### config.mk
export PLATFORM = sky130hd
export DESIGN_NAME = count4_arb
export DESIGN_NICKNAME = d
export VERILOG_FILES = /design/src/rtl/count4_arb.sv
export SDC_FILE = /design/constraint.sdc
export NUM_CORES = 1
export LEC_CHECK = 0
export CAP_MARGIN = 5
export CORE_ASPECT_RATIO = 1.25
export CORE_UTILIZATION = 52
export CTS_CLUSTER_DIAMETER = 100
export CTS_CLUSTER_SIZE = 16
export DETAILED_ROUTE_END_ITERATION = 8
export PLACE_DENSITY = 0.83
export SYNTH_ARGS = -nofsm -noshare
export SYNTH_HDL_FRONTEND = slang
export SYNTH_SLANG_ARGS = --single-unit
### constraint.sdc
create_clock -name clock -period 4.6 [get_ports clock]
set_input_delay 0.69 -clock clock [delete_from_list [all_inputs] [get_ports clock]]
set_output_delay 0.69 -clock clock [all_outputs]
set_load 0.005 [all_outputs]
### src/rtl/count4_arb.sv
// -----------------------------------------------------------------------------
// count4_arb
//
// Round-robin arbiter that hands one of four requesters ownership of a shared
// 4-bit counter. Each grant goes through LOAD (counter cleared), HOLD (counter
// runs as a tenure timer) and RELEASE (pointer advances and the next winner is
// picked). The current owner is preempted when its tenure reaches HOLD_MAX
// HOLD cycles while some other requester is waiting.
//
// Parameters:
//   HOLD_MAX  maximum HOLD cycles per grant while others wait (legal 1..15)
//
// Ports:
//   clock      single clock, all state updates on the rising edge
//   reset      asynchronous, active-high reset
//   req[3:0]   request per requester (bit i = requester i)
//   count[3:0] current value of the shared counter
//   gnt[3:0]   one-hot grant, all-zero when nobody owns the counter
//   owner[1:0] index of the current or most recent owner
//   cnt_clr    synchronous clear strobe to the counter
//   cnt_en     increment enable to the counter
//   preempt    one-cycle pulse in the RELEASE cycle caused by tenure expiry
//   busy       high in every state except IDLE
//   dbg_state  raw FSM state (IDLE=0, LOAD=1, HOLD=2, RELEASE=3)
//
// Handshake: a requester raises req[i] and keeps it high until it sees
// gnt[i]; it keeps ownership while req[i] stays high (subject to preemption)
// and gives it up by dropping req[i]. Dropping req[i] before being granted is
// harmless. A RELEASE cycle with gnt=0 always separates two grants.
// -----------------------------------------------------------------------------
module count4_arb #(
  parameter int HOLD_MAX = 8
) (
  input  logic       clock,
  input  logic       reset,
  input  logic [3:0] req,
  input  logic [3:0] count,
  output logic [3:0] gnt,
  output logic [1:0] owner,
  output logic       cnt_clr,
  output logic       cnt_en,
  output logic       preempt,
  output logic       busy,
  output logic [1:0] dbg_state
);

  typedef enum logic [1:0] {
    IDLE    = 2'd0,
    LOAD    = 2'd1,
    HOLD    = 2'd2,
    RELEASE = 2'd3
  } state_t;

  // Counter value at which the tenure is considered expired.
  localparam logic [3:0] LAST = 4'(HOLD_MAX - 1);

  state_t     state;
  state_t     state_nx;
  logic [1:0] ptr;
  logic [1:0] ptr_nx;
  logic [1:0] owner_nx;
  logic [3:0] gnt_nx;
  logic       cnt_clr_nx;
  logic       cnt_en_nx;
  logic       preempt_nx;
  logic       busy_nx;
  logic [3:0] count_pred;
  logic [2:0] pick_ptr;
  logic [2:0] pick_rel;

  // Round-robin search: starting at 'start', ascending modulo 4, the first
  // set bit wins. Result is {found, index}. The loop runs from the farthest
  // offset down so the nearest set bit overwrites the others.
  function automatic logic [2:0] rr_pick(input logic [3:0] r,
                                         input logic [1:0] start);
    logic [2:0] res;
    logic [1:0] idx;
    res = 3'b000;
    for (int k = 3; k >= 0; k--) begin
      idx = start + 2'(k);
      if (r[idx]) res = {1'b1, idx};
    end
    return res;
  endfunction

  // Arbitration from IDLE uses the stored pointer; from RELEASE it starts
  // just after the releasing owner, which makes that owner lowest priority.
  always_comb begin
    pick_ptr = rr_pick(req, ptr);
    pick_rel = rr_pick(req, owner + 2'd1);
  end

  // Next-state logic.
  always_comb begin
    state_nx   = state;
    owner_nx   = owner;
    ptr_nx     = ptr;
    preempt_nx = 1'b0;

    case (state)
      IDLE: begin
        if (pick_ptr[2]) begin
          state_nx = LOAD;
          owner_nx = pick_ptr[1:0];
        end
      end

      LOAD: begin
        if (!req[owner]) state_nx = RELEASE;
        else             state_nx = HOLD;
      end

      HOLD: begin
        // Voluntary release is checked first, so a simultaneous release and
        // expiry is reported as voluntary (no preempt).
        if (!req[owner]) begin
          state_nx = RELEASE;
        end else if (count == LAST && (req & ~gnt) != 4'd0) begin
          state_nx   = RELEASE;
          preempt_nx = 1'b1;
        end
      end

      RELEASE: begin
        ptr_nx = owner + 2'd1;
        if (pick_rel[2]) begin
          state_nx = LOAD;
          owner_nx = pick_rel[1:0];
        end else begin
          state_nx = IDLE;
        end
      end

      default: state_nx = IDLE;
    endcase
  end

  // Output decode for the state being entered. All outputs are registered so
  // nothing reaches a port combinationally from req or count. cnt_en must
  // reflect the counter value seen during the next cycle, so that value is
  // predicted from the strobes this block is driving right now.
  always_comb begin
    count_pred = cnt_clr ? 4'd0 : (count + {3'd0, cnt_en});

    gnt_nx     = 4'd0;
    cnt_clr_nx = 1'b0;
    cnt_en_nx  = 1'b0;
    busy_nx    = (state_nx != IDLE);

    case (state_nx)
      LOAD: begin
        gnt_nx     = 4'b0001 << owner_nx;
        cnt_clr_nx = 1'b1;
      end
      HOLD: begin
        gnt_nx    = 4'b0001 << owner_nx;
        // Saturate at LAST: the counter never wraps during a tenure.
        cnt_en_nx = (count_pred != LAST);
      end
      default: begin
        gnt_nx = 4'd0;
      end
    endcase
  end

  // State and registered outputs.
  always_ff @(posedge clock or posedge reset) begin
    if (reset) begin
      state   <= IDLE;
      ptr     <= 2'd0;
      owner   <= 2'd0;
      gnt     <= 4'd0;
      cnt_clr <= 1'b0;
      cnt_en  <= 1'b0;
      preempt <= 1'b0;
      busy    <= 1'b0;
    end else begin
      state   <= state_nx;
      ptr     <= ptr_nx;
      owner   <= owner_nx;
      gnt     <= gnt_nx;
      cnt_clr <= cnt_clr_nx;
      cnt_en  <= cnt_en_nx;
      preempt <= preempt_nx;
      busy    <= busy_nx;
    end
  end

  assign dbg_state = state;

endmodule

==> summary.md, run 1 <==
| Metric | Value |
|---|---|
| PwrDens | `629 nW/um2` |
| Drt drc | `0` |
| Mapped Nets | `113` |
| First-pass GRT wire length | `3400 um` |
| CTS resizes | `0` |
| Top cells by area, synth | `dfrtp_1 38%, ha_1 12%, a21oi_1 4.9%` |
| Initial antenna violation count | `0` |
| Max-cap viol count | `0` |
| Relative slew slack | `65.5%` |
| Post-Syn Area | `928 um2` |
| H-tree level count | `1` |
| Hold-fix buffers, CTS | `0` |
| Post-route cell area | `1170 um2` |
| Post-DP HPWL | `1550 um` |
| Crit path DAT | `2980 ps` |
| Netlist cell types | `39` |
| Crit end category | `flip-flop` |
| Dpl cell area | `1150 um2` |
| Routed Antenna Nets | `0` |
| Clock slew at reported path FFs | `80 ps` |
| Sequential-to-total area share from yosys stat | `37.7%` |
| CP Class | `in2reg` |
| Chip width | `39.8 um` |
| DR pass1 iterations | `4` |
| Root Driver | `clkbuf_4` |
| Vias in the first global route | `793` |
| Number of buffers created by CTS | `3` |
| GPL Wtd Cong | `0.840` |
| CTS tree | `built` |
| Max FO, Critical Path | `10` |
| Total global routing track utilization | `24.6%` |
| Hold/Removal Path Class | `reg2reg` |
| Share of layout cells above drive strength 1 | `10.3%` |
| Via count | `806` |
| Boundary Pins | `22` |
| Routed WL per cell | `15.1 um` |
| IO buf count | `21` |
| Cell Rows | `16` |
| Final number of setup-violating endpoints | `0` |
| Via-to-Cell Ratio | `6.01` |
| # nets final | `137` |
| Core Box Area | `1620 um2` |
| P_leak | `0.537 nW` |
| Total grt overflow | `0` |
| Max IR drop VDD | `0.431 mV` |
| Total die area | `1960 um2` |
| Area growth, synth to finish | `25.9%` |
| Max Freq | `356 MHz` |
| Final hold violation count | `0` |
| Total wire length | `2020 um` |
| Worst-margin pin slew | `517 ps` |
| FF/Latch Area | `350 um2` |
| Mapped Cells | `94` |
| Syn. warnings | `0` |
| WP data required | `4770 ps` |
| Synth area leader | `dfrtp_1` |
| TNS Setup | `0 ps` |
| ANT cells | `0` |
| First DRT Iteration DRCs | `33` |
| Status | `finished, final reports clean` |
| Clk sinks | `14` |
| Syn_area_per_cell | `9.88 um2` |
| Setup Skew | `4.97 ps` |
| Largest net degree at the start of global routing | `15` |
| Yosys reg bits | `14` |
| RSZ-0062 raised after global routing | `false` |
| Post-CTS Setup Inserts | `0` |
| Fin. max-slew vios | `0` |
| Initial Utilization | `57.3%` |
| Area share of the largest cell type after synthesis | `37.7%` |
| Fill cell count | `114` |
| Crit share post-route | `61.1%` |
| Fin crit period | `2810 ps` |
| Footprint of the multi-input gates | `514 um2` |
| CP Launch Type | `primary input` |
| Die H | `49.2 um` |
| CTS Buffer Depth | `2` |
| Worst skew pair latency | `280 ps` |
-- final cells by class --
class | instances | share of cell area [%]
timing repair buffer | 21 | 18.0
tap | 18 | 1.93
clock buffer | 3 | 1.93
multi-input combinational | 65 | 44.0
sequential | 14 | 30.0
inverter | 13 | 4.18
-- stage by stage --
stage                     total power, mW  instances  utilization [%]  setup WS, ps  hold slack [ps]
final                               0.735        134             72.1          1790              504
after global placement              0.654        131             70.7          1630              482
after CTS                           0.741        134             72.1          1800              507
after floorplan                     0.514         94                -          2190              499
after detailed placement            0.672        131             70.7          1560              489
after global routing                0.805        134             72.1          1670              546
-- Yosys cell counts, drive strengths merged --
| cell | count |
|---|---|
| dfrtp | 14 |
| inv | 13 |
| a21oi | 9 |
| ha | 9 |
| and3 | 4 |
| nand2 | 4 |
| o21ai | 4 |
| nand3 | 3 |
| nor3 | 3 |
| a21o | 2 |
| nor2 | 2 |
| nor2b | 2 |
| o221ai | 2 |
| o22ai | 2 |
| xnor2 | 2 |
| a31oi | 1 |
| a32o | 1 |
| a32oi | 1 |
| and4b | 1 |
| buf | 1 |
| clkbuf | 1 |
| mux2 | 1 |
| mux4 | 1 |
| nand2b | 1 |
| nand3b | 1 |
| nand4 | 1 |
| nor4 | 1 |
| o2111a | 1 |
| o211ai | 1 |
| o21a | 1 |
| o31a | 1 |
| o31ai | 1 |
| or4 | 1 |
| xor2 | 1 |
-- kinds of logic (layout without fill, tap and decap cells) --
kind of cell	after synthesis	in the layout	share of synthesized area, %
fa+ha+maj	9	9	12.1
buf+inv	15	37	6.87
xor+xnor	3	3	2.83
compound gates	27	27	19.8
flops	14	14	37.7
mux	2	2	4.04
simple gates	24	24	16.6
-- registers in the layout (all words and copies together), names as in the netlist --
register / count
dbg_state: 2
busy: 1
owner: 2
preempt: 1
cnt_clr: 1
gnt: 4
ptr: 2
cnt_en: 1
-- report_power, final --
group,switching (mW),internal (mW)
clock,0.0360,0.0304
sequential,0.0511,0.174
combinational,0.220,0.223
-- worst max-delay path, cell delays in order --
cell,delay [ps]
clkdlybuf4s50_1,570
or4_4,580
a21oi_1,220
a32oi_1,140
o21ai_0,300
ha_1,310
and3_2,180
-- final timing paths --
check	start	endpoint	slack (ps)	cells past startpoint
max	req[0]	gnt[1]	1790	7
min	cnt_clr	cnt_en	500	1
max reg2reg	owner[1]	gnt[2]	2260	7
min reg2reg	cnt_clr	cnt_en	500	1
max in group asynchronous	reset	ptr[1]	3500	2
min in group asynchronous	reset	preempt	750	2
-- routing by layer --
metal	wire, um	GRT usage (%)	vias up
met5	0	0	-
met3	114	6.39	3
li1	-	-	386
met4	17	7.47	0
met1	887	32.3	383
met2	1000	38.5	34
-- placed cells by master (no fill, tap or decap), drive strengths merged, types with 3 or more instances in the layout --
master / n
clkdlybuf4s50: 21
dfrtp: 14
inv: 13
a21oi: 9
ha: 9
nand2: 4
o21ai: 4
and3: 4
nand3: 3
clkbuf: 3
nor3: 3
Power figures use the tool's default switching activity.
==> inputs of run 2 (changes only) <==
--- a/config.mk
+++ b/config.mk
@@ -7,11 +7,11 @@
 export LEC_CHECK = 0
 export CAP_MARGIN = 5
 export CORE_ASPECT_RATIO = 1.25
-export CORE_UTILIZATION = 52
+export CORE_UTILIZATION = 48
 export CTS_CLUSTER_DIAMETER = 100
 export CTS_CLUSTER_SIZE = 16
 export DETAILED_ROUTE_END_ITERATION = 8
-export PLACE_DENSITY = 0.83
+export PLACE_DENSITY = 0.77
 export SYNTH_ARGS = -nofsm -noshare
 export SYNTH_HDL_FRONTEND = slang
 export SYNTH_SLANG_ARGS = --single-unit
==> constraint.sdc (replaced) <==
create_clock -name clock -period 2.9 [get_ports clock]
set_input_delay 0.435 -clock clock [delete_from_list [all_inputs] [get_ports clock]]
set_output_delay 0.435 -clock clock [all_outputs]
set_load 0.005 [all_outputs]
==> run 2 against run 1 <==
  * Non-clock buffer count rose by 4
  * Worst setup slack worse by 1300 ps
  * Total power up 66%
  * Cell count is 4.5% higher
  * Largest power group unchanged
==> summary.md, run 2 (same netlist as run 1, synthesis figures left out) <==
| Metric | Value |
|---|---|
| Status | `finished, final reports clean` |
| Final hold violation count | `0` |
| Max FO, Critical Path | `6` |
| CTS resizes | `0` |
| Fin crit period | `2410 ps` |
| Biggest register | `gnt` |
| Worst-path cell chain | `clkdlybuf4s50_1 -> or4_4 -> a21oi_1 -> a32oi_1 -> o21ai_0 -> ha_1 -> and3_2` |
| Share of layout cells above drive strength 1 | `14.0%` |
| CTS Buffer Depth | `2` |
| Clock slew at reported path FFs | `90 ps` |
| Initial Utilization | `52.0%` |
| Commonest non-fill, non-tap cells in the layout | `21 x clkdlybuf4s50_1, 14 x dfrtp_1, 12 x inv_1, 9 x a21oi_1, 9 x ha_1` |
| TNS Setup | `0 ps` |
| First-pass GRT wire length | `3360 um` |
| CTS tree | `built` |
| Post-DP HPWL | `1600 um` |
| Clk sinks | `14` |
| Slowest CP cell | `or4_4` |
| CP Launch Type | `primary input` |
| Core Box Area | `1790 um2` |
| Routed Antenna Nets | `0` |
| Total wire length | `2040 um` |
| GPL Wtd Cong | `0.924` |
| WP data required | `3080 ps` |
| Crit share post-route | `83.0%` |
| Worst-margin pin slew | `522 ps` |
| CP Class | `in2reg` |
| Hold-fix buffers, CTS | `0` |
| Cell Rows | `17` |
| Setup Skew | `5.62 ps` |
| Die H | `51.2 um` |
| Initial antenna violation count | `0` |
| Drt drc | `0` |
| Number of buffers created by CTS | `3` |
| Dpl cell area | `1180 um2` |
| Area growth, synth to finish | `30.7%` |
| Boundary Pins | `22` |
| Crit end category | `flip-flop` |
| Fin. max-slew vios | `0` |
| Via-to-Cell Ratio | `5.98` |
| WHS | `480 ps` |
| Worst skew pair latency | `280 ps` |
| # nets final | `141` |
| Largest net degree at the start of global routing | `15` |
| DP Cell Count | `136` |
| PwrDens | `1000 nW/um2` |
| H-tree level count | `1` |
| P_leak | `0.563 nW` |
| Max IR drop VDD | `0.649 mV` |
| Max FFs per register | `4` |
| IO buf count | `21` |
| Total die area | `2120 um2` |
| Relative slew slack | `65.1%` |
| Crit path DAT | `2590 ps` |
| Chip width | `41.3 um` |
| Post-CTS Setup Inserts | `0` |
| Total grt overflow | `0` |
| Max stage delay on crit path | `520 ps` |
| Post-route non-filler standard cell count | `140` |
| Routed WL per cell | `14.6 um` |
| Commonest non-fill, non-tap cell in the layout | `clkdlybuf4s50_1` |
| Root Driver | `clkbuf_4` |
| RSZ-0062 raised after global routing | `false` |
| Hold/Removal Path Class | `in2async` |
| ANT cells | `0` |
| Via count | `837` |
| DR pass1 iterations | `4` |
| First DRT Iteration DRCs | `19` |
| Vias in the first global route | `787` |
| Post-route cell area | `1210 um2` |
| Power after layout | `1.22 mW` |
| Final number of setup-violating endpoints | `0` |
| Max Freq | `416 MHz` |
| Total global routing track utilization | `23.0%` |
| Max-cap viol count | `0` |
==> run 2: layout make-up <==
class,count,area (um2)
sequential,14,350
clock buffer,4,36.3
inverter,13,48.8
multi-input combinational,65,514
timing repair buffer,25,240
fill,142,573
tap,19,23.8
==> run 2: where the power goes <==
part / switching [mW] / internal [mW]
combinational: 0.363 / 0.365
sequential: 0.0709 / 0.277
clock: 0.0656 / 0.0764
==> run 2: critical path, delay by kind of cell <==
| family | cells | cell delay (ps) |
|---|---|---|
| and+or+nand+nor | 2 | 700 |
| buffers and inverters | 1 | 510 |
| AOI/OAI and AO/OA | 3 | 640 |
| adders and majority gates | 1 | 310 |
==> run 2: through the flow <==
stage,setup WS (ps),utilization [%]
6_report,493,67.9
3_3_place_gp,284,65.9
5_1_grt,361,67.9
2_1_floorplan,690,-
3_5_place_dp,241,65.9
4_1_cts,533,67.9
==> run 2: path summary, 6_finish.rpt <==
check	startpoint	end	slack [ps]	cells after the start
worst min-delay path	reset	busy	480	2
max in group asynchronous	reset	gnt[3]	2070	2
worst max register to register	owner[1]	gnt[2]	810	7
worst min register to register	cnt_clr	cnt_en	500	1
worst max-delay path	req[3]	gnt[1]	490	7
min in group clock	cnt_clr	cnt_en	500	1
==> run 2: layer usage <==
metal	share of wire (%)	vias up	GRT usage, %
met5	0	-	0
met4	1.8	0	6.45
met3	6.5	5	4.35
met2	48	40	35.7
met1	44	397	31.7
li1	-	395	-
==> inputs of run 3 (changes only) <==
==> constraint.sdc (replaced) <==
create_clock -name clock -period 2.3 [get_ports clock]
set_input_delay 0.345 -clock clock [delete_from_list [all_inputs] [get_ports clock]]
set_output_delay 0.345 -clock clock [all_outputs]
set_load 0.005 [all_outputs]
==> run 3 against run 2 <==
  * Design area is 8.5% higher
  * Sequential cell count stayed put
  * Utilization is 5.7 points higher
  * Clock skew is 0.63 ps lower
  * Clock-buffer cell count stayed put
  * Die area stayed put
  * Sequential power is 25% higher
  * First-iteration DRC count stayed put
==> summary.md, run 3 (same netlist as run 1, synthesis figures left out) <==
| Metric | Value |
|---|---|
| Status | `finished, final reports clean` |
| P_leak | `0.623 nW` |
| Total die area | `2120 um2` |
| Initial Utilization | `52.0%` |
| Switching power share of the total | `41.4%` |
| Post-CTS Setup Inserts | `0` |
| Combinational power share | `63.3%` |
| First-pass GRT wire length | `3610 um` |
| Largest net degree at the start of global routing | `15` |
| Crit share post-route | `94.8%` |
| Routed Antenna Nets | `0` |
| Clk sinks | `14` |
| Final hold violation count | `0` |
| Dpl cell area | `1240 um2` |
| First DRT Iteration DRCs | `19` |
| Initial antenna violation count | `0` |
| ANT cells | `0` |
| P_sw | `688 uW` |
| Max Freq | `459 MHz` |
| IO buf count | `21` |
| Share of layout cells above drive strength 1 | `23.8%` |
| Final number of setup-violating endpoints | `0` |
| TNS Setup | `0 ps` |
| Power after layout | `1.66 mW` |
| Crit end category | `flip-flop` |
| Worst-margin pin slew | `518 ps` |
| Worst skew pair latency | `270 ps` |
| CP Launch Type | `primary input` |
| WHS | `393 ps` |
| Clock slew at reported path FFs | `80 ps` |
| CTS tree | `built` |
| Max FO, Critical Path | `3` |
| Max-cap viol count | `0` |
| RSZ-0062 raised after global routing | `false` |
| Vias in the first global route | `863` |
| Post-route cell area | `1320 um2` |
| Final Util | `73.7%` |
| Drt drc | `0` |
| Total global routing track utilization | `25.2%` |
| Commonest non-fill, non-tap cells in the layout | `21 x clkdlybuf4s50_1, 14 x dfrtp_1, 12 x inv_1, 11 x buf_4, 9 x ha_1` |
| Number of buffers created by CTS | `3` |
| Post-DP HPWL | `1830 um` |
| Fin. max-slew vios | `0` |
| Max stage delay on crit path | `560 ps` |
| Total grt overflow | `0` |
| Top Family by Delay on Critical Path | `simple AND/OR/NAND/NOR gates` |
| H-tree level count | `1` |
| Fill cell count | `133` |
| Boundary Pins | `22` |
| Via count | `855` |
| Area growth, synth to finish | `41.8%` |
| Fin crit period | `2180 ps` |
| CP Class | `in2reg` |
| Internal Power | `972 uW` |
| PwrDens | `1260 nW/um2` |
| Sequential fraction of design power | `26.3%` |
| Hold/Removal Path Class | `in2async` |
| Commonest non-fill, non-tap cell in the layout | `clkdlybuf4s50_1` |
| Crit path DAT | `2350 ps` |
| Cell Rows | `17` |
| Max FFs per register | `4` |
| Via-to-Cell Ratio | `5.74` |
| Setup Skew | `4.99 ps` |
| Max IR drop VDD | `1.02 mV` |
| Core Box Area | `1790 um2` |
| Clock share of power | `10.4%` |
| Routed WL per cell | `15.8 um` |
| # nets final | `150` |
| Slowest CP cell | `or4_4` |
| Root Driver | `clkbuf_4` |
| Relative slew slack | `65.4%` |
| DR pass1 iterations | `4` |
| WP data required | `2470 ps` |
| Buf/Inv on CP | `1` |
| Die H | `51.2 um` |
| Worst-path cell chain | `clkdlybuf4s50_1 -> or4_4 -> a21oi_2 -> a32oi_2 -> o21ai_2 -> ha_1 -> and3_2` |
| Chip width | `41.3 um` |
| Total wire length | `2360 um` |
| CTS Buffer Depth | `2` |
| GPL Wtd Cong | `0.806` |
| Biggest register | `gnt` |
run 3: cell count changes in the layout (fill, tap and decap cells not counted), moves of 2 or more:
cell / previous run / this run
buf_4: 4 / 11
buf_6: 0 / 2
o22ai_1: 2 / 0
o22ai_2: 0 / 2
run 3: per-stage QoR:
step / setup slack (ps) / instances
finish: 120 / 149
global route: 46.1 / 149
CTS: 52.1 / 149
detailed placement: -237 / 145
global placement: -182 / 145
floorplan: 89.9 / 94
run 3: power by group through the flow:
stage / clock network [mW] / registers, mW / logic [mW]
final: 0.172 / 0.436 / 1.05
after global routing: 0.187 / 0.447 / 1.17
after CTS: 0.180 / 0.427 / 1.00
after detailed placement: 0 / 0.432 / 0.996
after global placement: 0 / 0.426 / 0.966
after floorplan: 0 / 0.430 / 0.598
run 3: what timing repair did:
item	in CTS	in global routing
endpoints found under the setup margin	0	5
hold buffers	0	0
gates resized for setup	0	8
run 3: path summary, 6_finish.rpt:
path                            end  cells past startpoint  slack (ps)     start
max in group asynchronous      busy                      2        1560     reset
min in group clock           cnt_en                      1         510   cnt_clr
max reg2reg                  gnt[2]                      6         220  owner[1]
max                          gnt[1]                      7         120    req[1]
min reg2reg                  cnt_en                      1         510   cnt_clr
min                        owner[0]                      2         390     reset
run 3: area by class of cell:
cell class / count / area [um2] / share of cell area, %
sequential: 14 / 350 / 26.6
tap: 19 / 23.8 / 1.81
clock buffer: 4 / 36.3 / 2.76
inverter: 13 / 48.8 / 3.71
multi-input combinational: 65 / 542 / 41.2
timing repair buffer: 34 / 315 / 24.0
run 3: metal layers:
layer / GRT usage, % / routed length, um / vias to the layer above
met2: 41.4 / 1240 / 18
met5: 0 / 0 / -
met3: 2.61 / 77 / 4
met4: 14.5 / 19 / 0
met1: 30.0 / 1020 / 417
li1: - / - / 416
run 3: worst register-to-register path, cell delays in order (launching register included):
cell and delay [ps]:
dfrtp_1 400, mux4_1 640, a32oi_2 300, o21ai_2 110
ha_1 300, inv_1 70, nor3_1 180
